**src/rtl/stopwatch_pkg.sv**
```systemverilog
// Purpose : shared types and widths for the centisecond stopwatch.
// Latency : n/a (types and constants only).
// Backpressure: n/a.
package stopwatch_pkg;

    localparam int COUNT_W = 16;

    typedef enum logic [1:0] {
        IDLE,
        RUN,
        PAUSE
    } sw_state_t;

endpackage

```
**src/rtl/stopwatch_counter_if.sv**
```systemverilog
// Purpose : bundles the three raw buttons and the display/status outputs of the stopwatch.
// Latency : n/a (wiring only).
// Backpressure: none; buttons are levels and outputs are free-running.
// Ports   : master drives btn_* and observes outputs; slave (the stopwatch) the reverse.
interface stopwatch_counter_if;
    import stopwatch_pkg::*;

    logic               btn_start_stop;
    logic               btn_clear;
    logic               btn_lap;
    logic [COUNT_W-1:0] displayed_number;
    logic               running;
    logic               lap_active;
    logic               overflow;

    modport master (
        output btn_start_stop, btn_clear, btn_lap,
        input  displayed_number, running, lap_active, overflow
    );

    modport slave (
        input  btn_start_stop, btn_clear, btn_lap,
        output displayed_number, running, lap_active, overflow
    );
endinterface

```
**src/rtl/stopwatch_counter_button_conditioner.sv**
```systemverilog
// Purpose : 2-FF synchroniser, debounce filter and rising-edge pulse for one raw button.
// Latency : pulse appears 2 + DEBOUNCE_CYCLES edges after a stable press reaches the pins.
// Backpressure: none; one single-cycle pulse per accepted press.
// Ports   : clk, reset (sync, active-high), btn_raw (async level), btn_pulse (1-cycle).
module button_conditioner #(
    parameter int DEBOUNCE_CYCLES = 1_000_000
) (
    input  logic clk,
    input  logic reset,
    input  logic btn_raw,
    output logic btn_pulse
);
    localparam int CW = (DEBOUNCE_CYCLES > 1) ? $clog2(DEBOUNCE_CYCLES) : 1;
    localparam logic [CW-1:0] CNT_LAST = CW'(DEBOUNCE_CYCLES - 1);

    logic          sync1_q, sync1_d;
    logic          sync2_q, sync2_d;
    logic          level_q, level_d;
    logic          pulse_q, pulse_d;
    logic [CW-1:0] cnt_q, cnt_d;

    always_comb begin
        sync1_d = btn_raw;
        sync2_d = sync1_q;
        level_d = level_q;
        cnt_d   = '0;
        // Count consecutive cycles where the synced input disagrees with the
        // accepted level; any agreeing cycle (a bounce) restarts the count.
        if (sync2_q != level_q) begin
            if (cnt_q == CNT_LAST) begin
                level_d = sync2_q;
            end else begin
                cnt_d = cnt_q + CW'(1);
            end
        end
        pulse_d = level_d & ~level_q;
    end

    always_ff @(posedge clk) begin
        if (reset) begin
            sync1_q <= 1'b0;
            sync2_q <= 1'b0;
            level_q <= 1'b0;
            pulse_q <= 1'b0;
            cnt_q   <= '0;
        end else begin
            sync1_q <= sync1_d;
            sync2_q <= sync2_d;
            level_q <= level_d;
            pulse_q <= pulse_d;
            cnt_q   <= cnt_d;
        end
    end

    assign btn_pulse = pulse_q;
endmodule

```
**src/rtl/stopwatch_counter.sv**
```systemverilog
// Purpose : button-driven centisecond stopwatch (0..MAX_COUNT) with run/pause/clear and lap freeze.
// Latency : displayed_number is registered, one cycle behind the internal count / lap register.
// Backpressure: none; button pulses act on the next edge, lower-priority pulses in a cycle are dropped.
// Ports   : clk, reset (sync, active-high), sw (slave modport: raw buttons in, number/status out).
module stopwatch_counter
    import stopwatch_pkg::*;
#(
    parameter int CLK_HZ          = 100_000_000,
    parameter int TICK_HZ         = 100,
    parameter int DEBOUNCE_CYCLES = 1_000_000,
    parameter int MAX_COUNT       = 9999,
    parameter bit WRAP            = 1'b0
) (
    input  logic                clk,
    input  logic                reset,
    stopwatch_counter_if.slave  sw
);
    localparam int DIV = CLK_HZ / TICK_HZ;
    localparam int PW  = (DIV > 1) ? $clog2(DIV) : 1;
    localparam logic [PW-1:0]      PRE_LAST = PW'(DIV - 1);
    localparam logic [COUNT_W-1:0] MAX_CNT  = COUNT_W'(MAX_COUNT);

    logic ss_p, clr_p, lap_p;

    button_conditioner #(.DEBOUNCE_CYCLES(DEBOUNCE_CYCLES)) u_ss (
        .clk(clk), .reset(reset), .btn_raw(sw.btn_start_stop), .btn_pulse(ss_p)
    );
    button_conditioner #(.DEBOUNCE_CYCLES(DEBOUNCE_CYCLES)) u_clr (
        .clk(clk), .reset(reset), .btn_raw(sw.btn_clear), .btn_pulse(clr_p)
    );
    button_conditioner #(.DEBOUNCE_CYCLES(DEBOUNCE_CYCLES)) u_lap (
        .clk(clk), .reset(reset), .btn_raw(sw.btn_lap), .btn_pulse(lap_p)
    );

    sw_state_t          state_q, state_d;
    logic [PW-1:0]      presc_q, presc_d;
    logic [COUNT_W-1:0] count_q, count_d;
    logic [COUNT_W-1:0] lap_q, lap_d;
    logic [COUNT_W-1:0] disp_q, disp_d;
    logic               lap_act_q, lap_act_d;
    logic               ovf_q, ovf_d;
    logic               tick;

    assign tick = (state_q == RUN) && (presc_q == PRE_LAST);

    always_comb begin
        state_d   = state_q;
        presc_d   = presc_q;
        count_d   = count_q;
        lap_d     = lap_q;
        lap_act_d = lap_act_q;
        ovf_d     = ovf_q;
        disp_d    = lap_act_q ? lap_q : count_q;

        unique case (state_q)
            IDLE: begin
                // Count is already zero here; a fresh run starts a full tick period.
                if (ss_p) begin
                    state_d = RUN;
                    presc_d = '0;
                end
            end
            RUN: begin
                presc_d = tick ? '0 : presc_q + PW'(1);
                if (tick) begin
                    if (count_q == MAX_CNT) begin
                        ovf_d = 1'b1;
                        if (WRAP) begin
                            count_d = '0;
                        end else begin
                            // Saturating stop also releases any lap freeze so the
                            // final value is visible.
                            state_d   = PAUSE;
                            lap_act_d = 1'b0;
                        end
                    end else begin
                        count_d = count_q + COUNT_W'(1);
                    end
                end
                // Start/stop wins over clear, clear (ignored here) wins over lap.
                if (ss_p) begin
                    state_d   = PAUSE;
                    lap_act_d = 1'b0;
                end else if (lap_p && !clr_p && state_d == RUN) begin
                    lap_act_d = ~lap_act_q;
                    if (!lap_act_q) begin
                        lap_d = count_q;
                    end
                end
            end
            PAUSE: begin
                // Prescaler holds so a resumed run keeps its partial tick.
                if (ss_p) begin
                    state_d = RUN;
                end else if (clr_p) begin
                    state_d = IDLE;
                    count_d = '0;
                    presc_d = '0;
                    ovf_d   = 1'b0;
                end
            end
            default: state_d = IDLE;
        endcase
    end

    always_ff @(posedge clk) begin
        if (reset) begin
            state_q   <= IDLE;
            presc_q   <= '0;
            count_q   <= '0;
            lap_q     <= '0;
            disp_q    <= '0;
            lap_act_q <= 1'b0;
            ovf_q     <= 1'b0;
        end else begin
            state_q   <= state_d;
            presc_q   <= presc_d;
            count_q   <= count_d;
            lap_q     <= lap_d;
            disp_q    <= disp_d;
            lap_act_q <= lap_act_d;
            ovf_q     <= ovf_d;
        end
    end

    assign sw.displayed_number = disp_q;
    assign sw.running          = (state_q == RUN);
    assign sw.lap_active       = lap_act_q;
    assign sw.overflow         = ovf_q;
endmodule

```
**src/flat_wrapper.sv**
```systemverilog
// flat-port wrapper written by rule: the top's interface ports become plain ports
module stopwatch_counter_flat import stopwatch_pkg::*;
#(
    parameter int CLK_HZ          = 100_000_000,
    parameter int TICK_HZ         = 100,
    parameter int DEBOUNCE_CYCLES = 1_000_000,
    parameter int MAX_COUNT       = 9999,
    parameter bit WRAP            = 1'b0
)
  (clk, reset, sw_btn_start_stop, sw_btn_clear, sw_btn_lap, sw_displayed_number, sw_running, sw_lap_active, sw_overflow);
  stopwatch_counter_if sw_i ();
  input  logic clk;
  input  logic reset;
  input wire logic [$bits(sw_i.btn_start_stop)-1:0] sw_btn_start_stop;
  input wire logic [$bits(sw_i.btn_clear)-1:0] sw_btn_clear;
  input wire logic [$bits(sw_i.btn_lap)-1:0] sw_btn_lap;
  output wire logic [$bits(sw_i.displayed_number)-1:0] sw_displayed_number;
  output wire logic [$bits(sw_i.running)-1:0] sw_running;
  output wire logic [$bits(sw_i.lap_active)-1:0] sw_lap_active;
  output wire logic [$bits(sw_i.overflow)-1:0] sw_overflow;
  assign sw_i.btn_start_stop = sw_btn_start_stop;
  assign sw_i.btn_clear = sw_btn_clear;
  assign sw_i.btn_lap = sw_btn_lap;
  assign sw_displayed_number = sw_i.displayed_number;
  assign sw_running = sw_i.running;
  assign sw_lap_active = sw_i.lap_active;
  assign sw_overflow = sw_i.overflow;
  stopwatch_counter #(.CLK_HZ(CLK_HZ), .TICK_HZ(TICK_HZ), .DEBOUNCE_CYCLES(DEBOUNCE_CYCLES), .MAX_COUNT(MAX_COUNT), .WRAP(WRAP)) u_core (.clk(clk), .reset(reset), .sw(sw_i));
endmodule
```
**config.mk**
```make
export PLATFORM = sky130hd
export DESIGN_NAME = stopwatch_counter_flat
export DESIGN_NICKNAME = d
export VERILOG_FILES = /design/src/rtl/stopwatch_pkg.sv /design/src/rtl/stopwatch_counter_if.sv /design/src/rtl/stopwatch_counter_button_conditioner.sv /design/src/rtl/stopwatch_counter.sv /design/src/flat_wrapper.sv
export SDC_FILE = /design/constraint.sdc
export NUM_CORES = 1
export LEC_CHECK = 0
export CAP_MARGIN = 20
export CORE_MARGIN = 1.5
export CORE_UTILIZATION = 40
export CTS_BUF_LIST = sky130_fd_sc_hd__clkbuf_8
export CTS_CLUSTER_DIAMETER = 50
export DETAILED_ROUTE_END_ITERATION = 8
export DONT_BUFFER_PORTS = 1
export HOLD_SLACK_MARGIN = 0.06
export PLACE_DENSITY = 0.66
export SETUP_SLACK_MARGIN = 0.3
export SLEW_MARGIN = 20
export SYNTH_ARGS = -nofsm -noshare
export SYNTH_HDL_FRONTEND = slang
export SYNTH_HIERARCHICAL = 1
export SYNTH_SLANG_ARGS = --single-unit
```
**constraint.sdc**
```tcl
create_clock -name clk -period 2.78 [get_ports clk]
set_input_delay 0.278 -clock clk [delete_from_list [all_inputs] [get_ports clk]]
set_output_delay 0.278 -clock clk [all_outputs]
set_load 0.03 [all_outputs]
```
**Word-level counts from Yosys, hierarchy flattened**

Index checks and enable logic that the tools add are counted.

- Input port bits: 5
- Output and inout port bits: 19
- Bits in registers: 144

- Equal/unequal tests: 18
- Mux-type cells: 34
- Add/sub/neg operators: 5
- Bitwise operators: 11
- Reductions and logical operators: 18

Operators with widths:

| operator | count |
|---|---|
| 20-bit by 1-bit adder with 20-bit output, second input constant | 4 |
| 20-bit equality test, second input constant | 4 |
| 16-bit 2-to-1 mux | 5 |
| 20-bit 2-to-1 mux | 4 |
| 20-bit case mux with 3 select lines | 1 |
| 16-bit case mux with 2 select lines | 1 |
| 16-bit by 1-bit adder with 16-bit output, second input constant | 1 |
| 16-bit by 14-bit equality test with 1-bit output, second input constant | 1 |
| 1-bit 2-to-1 mux | 14 |
| 2-bit 2-to-1 mux | 7 |
| 5-bit AND reduction | 2 |
| 3-bit nonzero test | 3 |
| 3-bit OR reduction | 3 |
| 2-bit != test, second input constant | 4 |
| 1-bit inverter | 8 |
| 2-bit case mux with 3 select lines | 1 |
| 3-bit AND reduction | 2 |
| 2-bit by 1-bit equality test with 1-bit output, second input constant | 2 |
| 2-bit by 1-bit != test with 1-bit output, second input constant | 2 |
| 4-bit AND reduction | 1 |
| 1-bit bitwise AND | 3 |
| 1-bit logical AND | 3 |
| 1-bit != test | 3 |
| 3-bit != test, second input constant | 1 |
| 6 further kinds | 6 |

**Depth between registers and ports, before layout**

- Depth after elaboration: 8
- Depth in mapped cells: 9

**Modules after synthesis**

The synthesis kept the hierarchy.

By module, submodules not included:

| module | area an instance (sq um) | instances | seq. area each (sq um) | cells an instance |
|---|---|---|---|---|
| stopwatch_counter | 3260.6 | 1 | 1441.4 | 359 |
| button_conditioner | 1041.0 | 3 | 480.5 | 117 |

**Worst setup path before layout**

No wires, ideal clock.

- Kind: reg2reg
- Start: register u_core.count_q[4]
- End: register u_core.lap_q[10]
- Buffers on the path: 1
- Data required time: 2661 ps
- Period minus slack after synthesis: 2206 ps
- Slack: 574 ps
- Cell stages (with the launch flop): 7
- Data arrival time: 2087 ps
- Cells stage by stage: dfxtp_1 or4_1 or4_4 o31ai_4 nor4_4 buf_8 mux2i_1

- Cells in the longest elaborated chain, start to end: 7

Ends and longest elaborated chain:

| item | RTL line | RTL |
|---|---|---|
| start: declaration | stopwatch_counter.sv:37 | `logic [COUNT_W-1:0] count_q, count_d;` |
| start signal: assignment | stopwatch_counter.sv:118 | `count_q <= count_d;` |
| 16-bit by 14-bit equality test with 1-bit output | stopwatch_counter.sv:66 | `if (count_q == MAX_CNT) begin` |
| 2-bit 2-to-1 mux | stopwatch_counter.sv:66 |  |
| 2-bit 2-to-1 mux | stopwatch_counter.sv:65 | `if (tick) begin` |
| 2-bit 2-to-1 mux | stopwatch_counter.sv:55 | `unique case (state_q)` |
| 2-bit by 1-bit equality test with 1-bit output | stopwatch_counter.sv:84 | `end else if (lap_p && !clr_p && state_d == RUN) begin` |
| 1-bit logical AND | stopwatch_counter.sv:84 |  |
| 3-bit AND reduction (no line) | n/a |  |
| end signal: assignment | stopwatch_counter.sv:119 | `lap_q <= lap_d;` |
| end: declaration | stopwatch_counter.sv:38 | `logic [COUNT_W-1:0] lap_q, lap_d;` |

No other way between the ends. The select of a mux whose other input is x is not followed.
A chain may end at the register's enable or synchronous reset.

**Worst setup path in the final report**

- Start: register u_core.count_q[4]
- End: register u_core.lap_q[15]

The elaborated chain is that of the path after synthesis.

==> results.sh <==
export IMPL_wl_mm=12.6
export IMPL_rsz0062_at_grt="no"
export IMPL_cp_end_kind="register"
export IMPL_min_path_type="input port to register"
export IMPL_synth_seq_cells=144
export IMPL_worst_ep_required_time_ns=3.10
export IMPL_nNetsFinal=727
export IMPL_arrival_ns=2.73
export IMPL_layout_setup_ws_ns=0.371
export IMPL_relSlewSlack=0.440
export IMPL_port_buffers=0
export IMPL_totalPowerFinal_mw=4.07
export IMPL_fin_crit_ns=2.41
export IMPL_dp_slack_ns=0.372
export IMPL_cp_start_kind="register"
export IMPL_cts_tree="yes"
export IMPL_power_density_nw_per_um2=571
export IMPL_routabilityCongestion=0.798
export IMPL_yosysUniqueCellTypes=53
export IMPL_skew_ns=0.0105
export IMPL_finalMaxSlewViolations=0
export IMPL_area_growth_pct=11.6
export IMPL_comb_power_share=0.022
export IMPL_postSynthNetCount=720
export IMPL_grtUsageTotal=0.159
export IMPL_die_area_um2=16700
export IMPL_yosys_warnings=6
export IMPL_grt_overflow=0
export IMPL_ant_nets=0
export IMPL_layout_drive_gt1_share=0.0795
export IMPL_rows=45
export IMPL_cts_buffers=17
export IMPL_grt_max_degree=38
export IMPL_ios=24
export IMPL_clock_latency_ns=0.45
export IMPL_start_util=0.415
export IMPL_async_flop_share=0
export IMPL_ys_seq_area_frac=0.452
export IMPL_synthFlopType="dfxtp_1"
export IMPL_synth_edf_count=0
export IMPL_clkSlewWorstSetupHoldPaths_ns=0.08
export IMPL_p_int_mw=3.23
export IMPL_holdWs_ns=0.107
export IMPL_ir_drop_mv=0.303
export IMPL_placed_area_um2=6590
export IMPL_die_y_um=129
export IMPL_cts_buffer_depth=2
export IMPL_grt_pass1_wl_mm=21.3
export IMPL_fmax_ghz=0.415
export IMPL_setup_tns_final_ns=0
export IMPL_reg2reg_depth=6
export IMPL_leakagePower_nw=2.21
export IMPL_grt_pass1_vias=4584
export IMPL_cts_htree_levels=4
export IMPL_clkPwrFrac=0.466
export IMPL_dr_pass1_iters=5
export IMPL_hold_viol_final=0
export IMPL_design_area_um2=7130
export IMPL_swShare=0.205
export IMPL_synth_area_um2=6380
export IMPL_post_drt_wl_per_cell_um=13.4
export IMPL_final_setup_viol_count=0
export IMPL_drtIter0Drc=302
export IMPL_path_class="register to register"
export IMPL_drc=0
export IMPL_max_cap_violations=0
export IMPL_antenna_found_initial=0
export IMPL_p_seq_frac=0.512
export IMPL_hold_depth=2
export IMPL_clock_sinks=144
export IMPL_post_drt_via_cell_ratio=5.33
export IMPL_fin_crit_sh=0.867
export IMPL_tightest_slew_ns=0.838
export IMPL_root_buffer="clkbuf_8"
export IMPL_die_w_um=129
export IMPL_syn_avg_cell_area_um2=8.99
export IMPL_p_sw_uw=835
export IMPL_hpwl_mm=8.49
export IMPL_route_vias_total=5019
export IMPL_critPathMaxFanout=16
export IMPL_status="completed"
export IMPL_synthCells=710
export IMPL_diodes=0
export IMPL_coreArea_um2=15400
-- Yosys cell counts (2+ instances only) --
master    count  share of area
a211oi_1      2         0.0024
nor2_1       82          0.048
clkbuf_1     17          0.010
buf_6         2         0.0035
or3_1        16          0.016
xor2_1       26          0.036
inv_1        14         0.0082
nor4_1       11          0.011
mux2i_1      39          0.061
buf_1         2         0.0012
nand2b_1      8         0.0078
o21ai_0      13          0.010
xnor2_1      31          0.043
nand4_1      23          0.023
dfxtp_1     144           0.45
or4_1        23          0.027
nor2b_1       9         0.0088
buf_2         3         0.0024
nand2_1      78          0.046
nand3_1      33          0.026
ha_1          5         0.0098
and4_1        8          0.011
and2_1        3         0.0029
nor3b_1       4         0.0047
nand4_4       3          0.010
and3_1       12          0.012
nor4b_1       8          0.011
a21oi_1      33          0.026
a22oi_1       2         0.0024
nor3_1       13          0.010
o21ai_1       6         0.0047
o31ai_1      16          0.019
-- final cells by class --
type                            instances  area (µm²)
Tap cell                              211         264
Clock buffer                           20         275
Multi-Input combinational cell        526        3340
Clock inverter                         12         189
Timing Repair Buffer                   13         118
Sequential cell                       144        2880
Fill cell                            1436        8240
Inverter                               15        56.3
-- final timing paths --
path | from | slack [ns] | end
max | u_core/count_q[4] | 0.37 | u_core/lap_q[15]
min | reset | 0.11 | u_core/u_ss/level_q
max reg2reg | u_core/count_q[4] | 0.37 | u_core/lap_q[15]
min reg2reg | u_core/u_clr/sync1_q | 0.45 | u_core/u_clr/sync2_q
-- worst max-delay path, cell delays in order, from the launching register on --
cell and delay [ns]:
dfxtp_1 0.38, or4_1 0.54, or4_4 0.58, o31ai_4 0.30, nor4_4 0.07, buf_4 0.25, mux2i_1 0.15
-- cells in the final DEF (no fill, tap or decap), drive strengths merged, types with 8 or more instances in the layout --
cell type	count
a21oi	33
and3	12
and4	9
buf	10
clkbuf	20
dfxtp	144
inv	17
mux2i	39
nand2	78
nand2b	8
nand3	33
nand4	26
nor2	82
nor2b	9
nor3	13
nor4	12
nor4b	8
o21ai	19
o31ai	17
or3	16
or4	25
xnor2	31
xor2	26
-- logic make-up (layout without fill, tap and decap cells) --
family | count (synthesis) | after routing | share of synthesized area
xor gates and xnor gates | 57 | 57 | 0.0782
and+or+nand+nor | 343 | 343 | 0.290
buffers and inverters | 40 | 60 | 0.0282
muxes | 39 | 39 | 0.0612
DFF | 144 | 144 | 0.452
adders and majority gates | 5 | 5 | 0.00980
AOI/OAI and AO/OA | 82 | 82 | 0.0813
-- repair_timing --
item,in CTS,in global routing
hold endpoints to repair,36,0
hold buffers,4,0
buffers inserted,0,1
resized for setup,0,3
endpoints found under the setup margin,0,5
-- power by group through the flow --
stage / combinational (mW) / clock (mW) / sequential (mW)
global placement: 0.0751 / 0 / 2.13
detailed placement: 0.0760 / 0 / 2.13
floorplan: 0.0665 / 0 / 2.13
CTS: 0.0903 / 1.95 / 2.08
global route: 0.0983 / 2.04 / 2.08
finish: 0.0903 / 1.89 / 2.08
-- metrics by stage --
| step | std cells | util |
|---|---|---|
| after floorplan | 710 | - |
| final | 941 | 0.464 |
| after detailed placement | 904 | 0.429 |
| after CTS | 940 | 0.462 |
| after global placement | 904 | 0.428 |
| after global routing | 941 | 0.464 |
-- per-layer routing --
metal,global-route usage,wire [µm],vias to the layer above
li1,-,-,2551
met1,0.199,6110,2381
met2,0.256,5900,69
met3,0.0434,383,18
met4,0.0714,219,0
met5,0,0,-
-- state kept, by name, indices dropped and copies added, names as in the netlist, 2 cells and up --
name / cells
u_core/presc_q: 20
u_core/u_clr/cnt_q: 20
u_core/u_lap/cnt_q: 20
u_core/u_ss/cnt_q: 20
u_core/count_q: 16
u_core/lap_q: 16
u_core/sw.displayed_number: 16
u_core/state_q: 2
Power figures use the tool's default switching activity.
